<file path="src/rtl/fetch_ctrl_if.sv">
// Instruction-memory request/acknowledge bus between fetch_ctrl and the imem.
interface fetch_ctrl_if;
  logic        imem_req;
  logic [31:0] imem_addr;
  logic        imem_ack;
  logic [31:0] imem_rdata;

  modport master (
    output imem_req,
    output imem_addr,
    input  imem_ack,
    input  imem_rdata
  );

  modport slave (
    input  imem_req,
    input  imem_addr,
    output imem_ack,
    output imem_rdata
  );
endinterface

</file>
<file path="src/rtl/fetch_ctrl.sv">
// MIPS32 IF-stage fetch controller: owns the PC, runs the imem req/ack handshake, stalls and redirects.
// Optional FETCH_TIMEOUT_EN adds an ack-wait timeout that raises fetch_err and retries from IDLE.
module fetch_ctrl #(
  parameter logic [31:0] RESET_VECTOR   = 32'h0000_0000,
  parameter int unsigned TIMEOUT_CYCLES = 16
) (
  input  logic         clk,
  input  logic         rst,
  input  logic         stall,
  input  logic         branch_flag,
  input  logic [31:0]  branch_target,
  fetch_ctrl_if.master imem,
  output logic         ce,
  output logic [31:0]  if_pc,
  output logic [31:0]  if_inst,
  output logic         if_valid
`ifdef FETCH_TIMEOUT_EN
  ,
  output logic         fetch_err
`endif
);

  typedef enum logic [1:0] {IDLE, FETCH, HOLD} state_t;

  state_t      state_q, state_d;
  logic [31:0] pc_q, pc_d;
  logic        req_q, req_d;
  logic        ce_q, ce_d;
  logic [31:0] ifpc_q, ifpc_d;
  logic [31:0] ifinst_q, ifinst_d;
  logic        ifv_q, ifv_d;
  logic        pend_q, pend_d;
  logic [31:0] tgt_q, tgt_d;
  logic [31:0] buf_q, buf_d;
  logic        bufv_q, bufv_d;
`ifdef FETCH_TIMEOUT_EN
  localparam logic [7:0] TO_LAST = 8'(TIMEOUT_CYCLES - 1);
  logic [7:0]  cnt_q, cnt_d;
  logic        err_q, err_d;
`endif

  logic [31:0] br_tgt;
  assign br_tgt = {branch_target[31:2], 2'b00};

  always_comb begin
    state_d  = state_q;
    pc_d     = pc_q;
    req_d    = req_q;
    ifpc_d   = ifpc_q;
    ifinst_d = ifinst_q;
    ifv_d    = 1'b0;
    pend_d   = pend_q;
    tgt_d    = tgt_q;
    buf_d    = buf_q;
    bufv_d   = bufv_q;
`ifdef FETCH_TIMEOUT_EN
    cnt_d    = cnt_q;
    err_d    = 1'b0;
`endif
    case (state_q)
      IDLE: begin
        if (branch_flag) pc_d = br_tgt;
        state_d = FETCH;
        req_d   = 1'b1;
      end
      FETCH: begin
        if (imem.imem_ack) begin
`ifdef FETCH_TIMEOUT_EN
          cnt_d = '0;
`endif
          if (branch_flag) begin
            pc_d   = br_tgt;
            pend_d = 1'b0;
          end else if (pend_q) begin
            pc_d   = tgt_q;
            pend_d = 1'b0;
          end else if (stall) begin
            // PC stays put while held; it doubles as the buffered fetch address
            buf_d   = imem.imem_rdata;
            bufv_d  = 1'b1;
            req_d   = 1'b0;
            state_d = HOLD;
          end else begin
            ifv_d    = 1'b1;
            ifpc_d   = pc_q;
            ifinst_d = imem.imem_rdata;
            pc_d     = pc_q + 32'd4;
          end
        end else begin
          if (branch_flag) begin
            pend_d = 1'b1;
            tgt_d  = br_tgt;
          end
`ifdef FETCH_TIMEOUT_EN
          if (cnt_q == TO_LAST) begin
            cnt_d   = '0;
            req_d   = 1'b0;
            err_d   = 1'b1;
            state_d = IDLE;
          end else begin
            cnt_d = cnt_q + 8'd1;
          end
`endif
        end
      end
      HOLD: begin
        if (branch_flag) begin
          pc_d   = br_tgt;
          bufv_d = 1'b0;
        end else if (!stall) begin
          state_d = FETCH;
          req_d   = 1'b1;
          bufv_d  = 1'b0;
          if (bufv_q) begin
            ifv_d    = 1'b1;
            ifpc_d   = pc_q;
            ifinst_d = buf_q;
            pc_d     = pc_q + 32'd4;
          end
        end
      end
      default: begin
        state_d = IDLE;
        req_d   = 1'b0;
      end
    endcase
    ce_d = (state_d != IDLE);
  end

  always_ff @(posedge clk or negedge rst) begin
    if (!rst) begin
      state_q  <= IDLE;
      pc_q     <= RESET_VECTOR;
      req_q    <= 1'b0;
      ce_q     <= 1'b0;
      ifpc_q   <= '0;
      ifinst_q <= '0;
      ifv_q    <= 1'b0;
      pend_q   <= 1'b0;
      tgt_q    <= '0;
      buf_q    <= '0;
      bufv_q   <= 1'b0;
`ifdef FETCH_TIMEOUT_EN
      cnt_q    <= '0;
      err_q    <= 1'b0;
`endif
    end else begin
      state_q  <= state_d;
      pc_q     <= pc_d;
      req_q    <= req_d;
      ce_q     <= ce_d;
      ifpc_q   <= ifpc_d;
      ifinst_q <= ifinst_d;
      ifv_q    <= ifv_d;
      pend_q   <= pend_d;
      tgt_q    <= tgt_d;
      buf_q    <= buf_d;
      bufv_q   <= bufv_d;
`ifdef FETCH_TIMEOUT_EN
      cnt_q    <= cnt_d;
      err_q    <= err_d;
`endif
    end
  end

  assign imem.imem_req  = req_q;
  assign imem.imem_addr = pc_q;
  assign ce             = ce_q;
  assign if_pc          = ifpc_q;
  assign if_inst        = ifinst_q;
  assign if_valid       = ifv_q;
`ifdef FETCH_TIMEOUT_EN
  assign fetch_err      = err_q;
`endif

endmodule

</file>
<file path="src/flat_wrapper.sv">
// flat-port wrapper written by rule: the top's interface ports become plain ports
module fetch_ctrl_flat 
#(
  parameter logic [31:0] RESET_VECTOR   = 32'h0000_0000,
  parameter int unsigned TIMEOUT_CYCLES = 16
)
  (clk, rst, stall, branch_flag, branch_target, ce, if_pc, if_inst, if_valid, imem_imem_req, imem_imem_addr, imem_imem_ack, imem_imem_rdata);
  fetch_ctrl_if imem_i ();
  input  logic clk;
  input  logic rst;
  input  logic stall;
  input  logic branch_flag;
  input  logic [31:0] branch_target;
  output logic ce;
  output logic [31:0] if_pc;
  output logic [31:0] if_inst;
  output logic if_valid;
  output wire logic [$bits(imem_i.imem_req)-1:0] imem_imem_req;
  output wire logic [$bits(imem_i.imem_addr)-1:0] imem_imem_addr;
  input wire logic [$bits(imem_i.imem_ack)-1:0] imem_imem_ack;
  input wire logic [$bits(imem_i.imem_rdata)-1:0] imem_imem_rdata;
  assign imem_imem_req = imem_i.imem_req;
  assign imem_imem_addr = imem_i.imem_addr;
  assign imem_i.imem_ack = imem_imem_ack;
  assign imem_i.imem_rdata = imem_imem_rdata;
  fetch_ctrl #(.RESET_VECTOR(RESET_VECTOR), .TIMEOUT_CYCLES(TIMEOUT_CYCLES)) u_core (.clk(clk), .rst(rst), .stall(stall), .branch_flag(branch_flag), .branch_target(branch_target), .imem(imem_i), .ce(ce), .if_pc(if_pc), .if_inst(if_inst), .if_valid(if_valid));
endmodule
</file>
<file path="config.mk">
export PLATFORM = sky130hd
export DESIGN_NAME = fetch_ctrl_flat
export DESIGN_NICKNAME = d
export VERILOG_FILES = /design/src/rtl/fetch_ctrl_if.sv /design/src/rtl/fetch_ctrl.sv /design/src/flat_wrapper.sv
export SDC_FILE = /design/constraint.sdc
export NUM_CORES = 1
export LEC_CHECK = 0
export BUFFER_PORTS_ARGS = -buffer_cell sky130_fd_sc_hd__buf_2
export CAP_MARGIN = 40
export CORE_UTILIZATION = 55
export DETAILED_ROUTE_END_ITERATION = 7
export GPL_TIMING_DRIVEN = 0
export PLACE_DENSITY = 0.81
export SKIP_CTS_REPAIR_TIMING = 1
export SYNTH_ARGS = -nofsm -noshare
export SYNTH_HDL_FRONTEND = slang
export SYNTH_SLANG_ARGS = --single-unit
</file>
<file path="constraint.sdc">
create_clock -name clk -period 4.57 [get_ports clk]
set_input_delay 0.457 -clock clk [delete_from_list [all_inputs] [get_ports clk]]
set_output_delay 0.457 -clock clk [all_outputs]
set_load 0.02 [all_outputs]
</file>
Word level (Yosys, flattened, before mapping)
Index checks and enable logic that the tools add are counted.
Storage, ports and cells
  bits in registers: 165
  input bits: 69
  output and inout port bits: 99
Cells by class
  add/subtract/negate cells: 1
  equality and inequality tests: 14
  multiplexer cells: 56
  bitwise operators: 3
  reductions and logical operators: 12
Operators by type and width (number)
  $mux 32: 22
  $pmux 32 s2: 2
  $pmux 32 s3: 1
  $add 32x3->32 const B: 1
  $mux 1: 21
  $reduce_and 6->1: 3
  $ne 2x2->1 const B: 8
  $mux 2: 6
  $reduce_and 8->1: 1
  $pmux 2 s3: 1
  $reduce_bool 2->1: 3
  $reduce_and 5->1: 1
  $ne 4x3->1 const B: 1
  $pmux 1 s2: 2
  $ne 3x2->1 const B: 1
  $ne 3x3->1 const B: 1
  $not 1->1: 3
  $pmux 1 s3: 1
  $reduce_and 3->1: 1
  $reduce_bool 3->1: 1
  $eq 2x1->1 const B: 1
  $eq 2x2->1 const B: 1
  $logic_not 2->1: 1
  $ne 2x1->1 const B: 1
  $reduce_and 2->1: 1

Depth between registers and ports, before layout
  depth in word-level cells: 6
  depth in mapped cells: 10
  gate-level depth less buffers: 7

Worst setup path before layout
Ideal clock, no wire load.
  path kind: flip-flop to flip-flop
  start point: reg u_core.state_q[0]
  end point: reg u_core.pc_q[21], in the netlist u_core.imem.imem_addr[21]
  setup time: 137 ps
  data arrival time: 2081 ps
  required time: 4433 ps
  slack: 2352 ps
  stages on the path, launching flop included: 10
  buffers on the path: 2
  clock period less this slack: 2218 ps
  cells stage by stage: dfrtp_1 inv_1 ha_1 clkbuf_1 clkinv_1 clkbuf_1 a221oi_1 o31ai_1 a21oi_1 a21oi_1
On the way
  cells in the longest elaborated chain, start to end: 3
Ends and longest elaborated chain
  start: declaration: line fetch_ctrl.sv:25  | state_t state_q, state_d;
  start signal: assignment: line fetch_ctrl.sv:148  | state_q <= state_d;
  $eq 2x1->1 (tied with other cells): line fetch_ctrl.sv:60  | case (state_q)
  $ne 4x3->1 (no line) (tied with other cells)
  $reduce_and 6->1 (no line)
  end signal: assignment: line fetch_ctrl.sv:149  | pc_q <= pc_d;
  end: declaration: line fetch_ctrl.sv:26  | logic [31:0] pc_q, pc_d;
Several ways; a longest one is shown, not always the timed one.
A chain may end at the register's enable or synchronous reset.

Worst setup path in the final report
Ends and elaborated chain as after synthesis.

==> metrics <==
status finished, final reports clean; H-tree depth 4; EDFF count, synth 0; fmax 332 MHz; wire per inst 19.8 microns; HP Start imem_imem_ack; initial antenna violation count 2; post-synth top area share 50.1%; area of the die 15,100 sq um; drt first pass iters 6; Num CTS Buffers 17; fill count 1,088; Post-Place Cell Area 9120 sq um; Final Setup Violations 0; Mean Syn Cell Area 10.6 sq um; total routed wirelength 22,400 microns; I/O Buffers 161; Yosys warning count 0; Clk Latency, worst-skew pair 0.43 ns; worst-path maximum fanout 10; final RePlAce weighted congestion 0.931; Power Density 812 nW/um^2; Worst R2R Setup Slack 1.56 ns; RSZ-0062 raised after global routing false; Placeable Area 14,100 sq um; Peak supply drop 0.465 mV; # DRC 0; Bufs and invs on worst path 4; P&R area growth vs syn 20.6%; CP max stage delay 0.42 ns; Worst Skew 0.0116 ns; CP endpoint kind flip-flop; end point of the worst hold path u_core.pend_q; synth top area cells dfrtp_1 50%, mux2_2 13%, a21oi_1 4.2%, mux2i_1 4.1%, nor2_1 2.8%; CP Class reg2reg; hold slack 0.244 ns; HPWL after detailed placement 15,600 microns; critical path required time 4.84 ns; clock-pin transition on the worst setup and hold timing paths 0.07 ns; Worst Tran Pin Value 0.810 ns; Via density 6.18; synth cell count leaders 161 x dfrtp_1, 91 x mux2_2, 67 x a21oi_1; area of the mapped netlist 8040 sq um; worst-path cell chain inv_1 -> ha_1 -> clkbuf_1 -> clkinv_1 -> clkbuf_1 -> a221oi_1 -> o31ai_1 -> a21oi_1 -> a21oi_1; reg2reg path depth 9; crit-path leading delay family buffers and inverters; cell taking the most area after synthesis dfrtp_1; ant diodes 0; hold crit path type in2reg; Cells after Synth 758; top-count cell post-synth dfrtp_1; overall track demand over capacity in global routing 30.8%; max-cap viol count 0; Routed Antenna Nets 0; multi-input logic area 3720 sq um; r2r endpoint u_core.imem.imem_addr[21]; max-slew violations 0; Starting Density 57.1%; DIE HEIGHT 123 microns; Seq cells post-synth 161; final core area utilization 68.8%; # nets final 1,017; asr flop ratio synth 100%; Main synth FF type dfrtp_1; relative max-transition margin 45.8%; min cycle time layout 3.01 ns; Starting DRT DRC Count 550; final hold viol count 0; Worst path slowest cell dfrtp_1; post-synthesis sequential area ratio 50.1%; FF-to-FF Start u_core.state_q[0]; FF+latch area 4030 sq um; CTS tree done; Synth cell types 69; Clock Sinks 161; LEAKAGE 0.00425 uW; FP Rows 43; first-pass GRT wire length 35,300 microns; top-level I/O count 168; GRT overflow 0; final worst slack 1.56 ns; period utilization 65.8%; CP Data Arrival Time 3.28 ns; Hold Path Depth 2; Die Width 123 microns; clock buffer depth 2; largest net degree at the start of global routing 115; layout cells sized above 1 33.4%; Placement Setup Slack 1.70 ns; Root Buffer clkbuf_16; setup tns final 0 ns; vias 7,019; Final Cell Area 9700 sq um; crit start category flip-flop; vias in the first global route 6,920
==> worst register-to-register path: cells and delay by family, from the launching register on <==
| family | cells | cell delay [ns] |
|---|---|---|
| AO/OA/AOI/OAI | 4 | 0.74 |
| buffers and inverters | 4 | 1.32 |
| adder cells (fa/ha/maj) | 1 | 0.37 |
| flip-flops | 1 | 0.42 |
==> cells by family after synthesis <==
group | synth area share, %
compound gates | 15.8
xor+xnor | 0.545
fa+ha+maj | 0.778
buf+inv | 3.78
flops | 50.1
mux | 17.0
other cells | 0.0466
simple gates | 12.0
==> layout make-up <==
type | count | share of cell area (%)
plain buffers | 59 | 2.59
clock buffers | 19 | 4.67
clock inverters | 13 | 1.20
inverters | 14 | 0.542
multi-input cells | 527 | 38.4
flip-flops and latches | 161 | 41.5
well taps | 180 | 2.32
repair buffers | 163 | 8.79
==> power breakdown <==
group / total (uW) / internal, uW / switching [uW]
clock network: 1380 / 744 / 636
logic: 3820 / 1480 / 2340
registers: 2670 / 2140 / 529
total: 7880 / 4370 / 3510
==> cell usage in the layout, fill, tap and decap left out, types with 5 or more instances in the layout <==
cell type / instances
buf_2: 171
dfrtp_1: 161
mux2_2: 91
a21oi_1: 67
nor2_1: 60
nand2_1: 42
o21ai_0: 37
mux2i_1: 33
clkbuf_1: 32
nand3_1: 20
clkbuf_16: 17
a221oi_1: 13
inv_1: 12
buf_1: 11
and3_1: 10
nor3_1: 9
or2_2: 8
nand4_1: 8
nand2b_1: 6
o31ai_1: 6
a211oi_1: 6
o221ai_1: 5
a22o_1: 5
o22a_1: 5
a31oi_1: 5
ha_1: 5
inv_6: 5
==> metal layers <==
layer / vias up / track usage (%) / part of all wire [%]
li1: 3155 / - / -
met1: 3402 / 37.5 / 40
met2: 402 / 50.1 / 47
met3: 58 / 10.4 / 10
met4: 2 / 12.6 / 2.7
met5: - / 0 / 0.036
==> state kept, by name, indices dropped and copies added, names as in the netlist <==
name and flops:
u_core.tgt_q 30, u_core.pend_q 1, u_core.if_inst 32, u_core.buf_q 32, u_core.imem.imem_req 1, u_core.if_pc 30
u_core.if_valid 1, u_core.ce 1, u_core.bufv_q 1, u_core.imem.imem_addr 30, u_core.state_q 2
==> per-stage QoR <==
step	cells	power [uW]
2_1_floorplan	761	5170
3_3_place_gp	1102	6310
3_5_place_dp	1103	6440
4_1_cts	1135	7820
5_1_grt	1136	8340
6_report	1136	7880
==> how the worst max path moves through the flow <==
stage                 startpoint                   endpoint  slack [ns]  depth (start not counted)
4_1_cts        u_core.state_q[0]         u_core.if_inst[18]        1.66                          8
3_5_place_dp   u_core.state_q[0]         u_core.if_inst[20]        1.70                          8
5_1_grt        u_core.state_q[0]         u_core.if_inst[18]        1.36                          8
2_1_floorplan  u_core.state_q[0]  u_core.imem.imem_addr[21]        2.35                          9
6_report       u_core.state_q[0]  u_core.imem.imem_addr[21]        1.56                          9
3_3_place_gp                 rst            u_core.buf_q[2]        0.64                          1
Power figures use the tool's default switching activity.
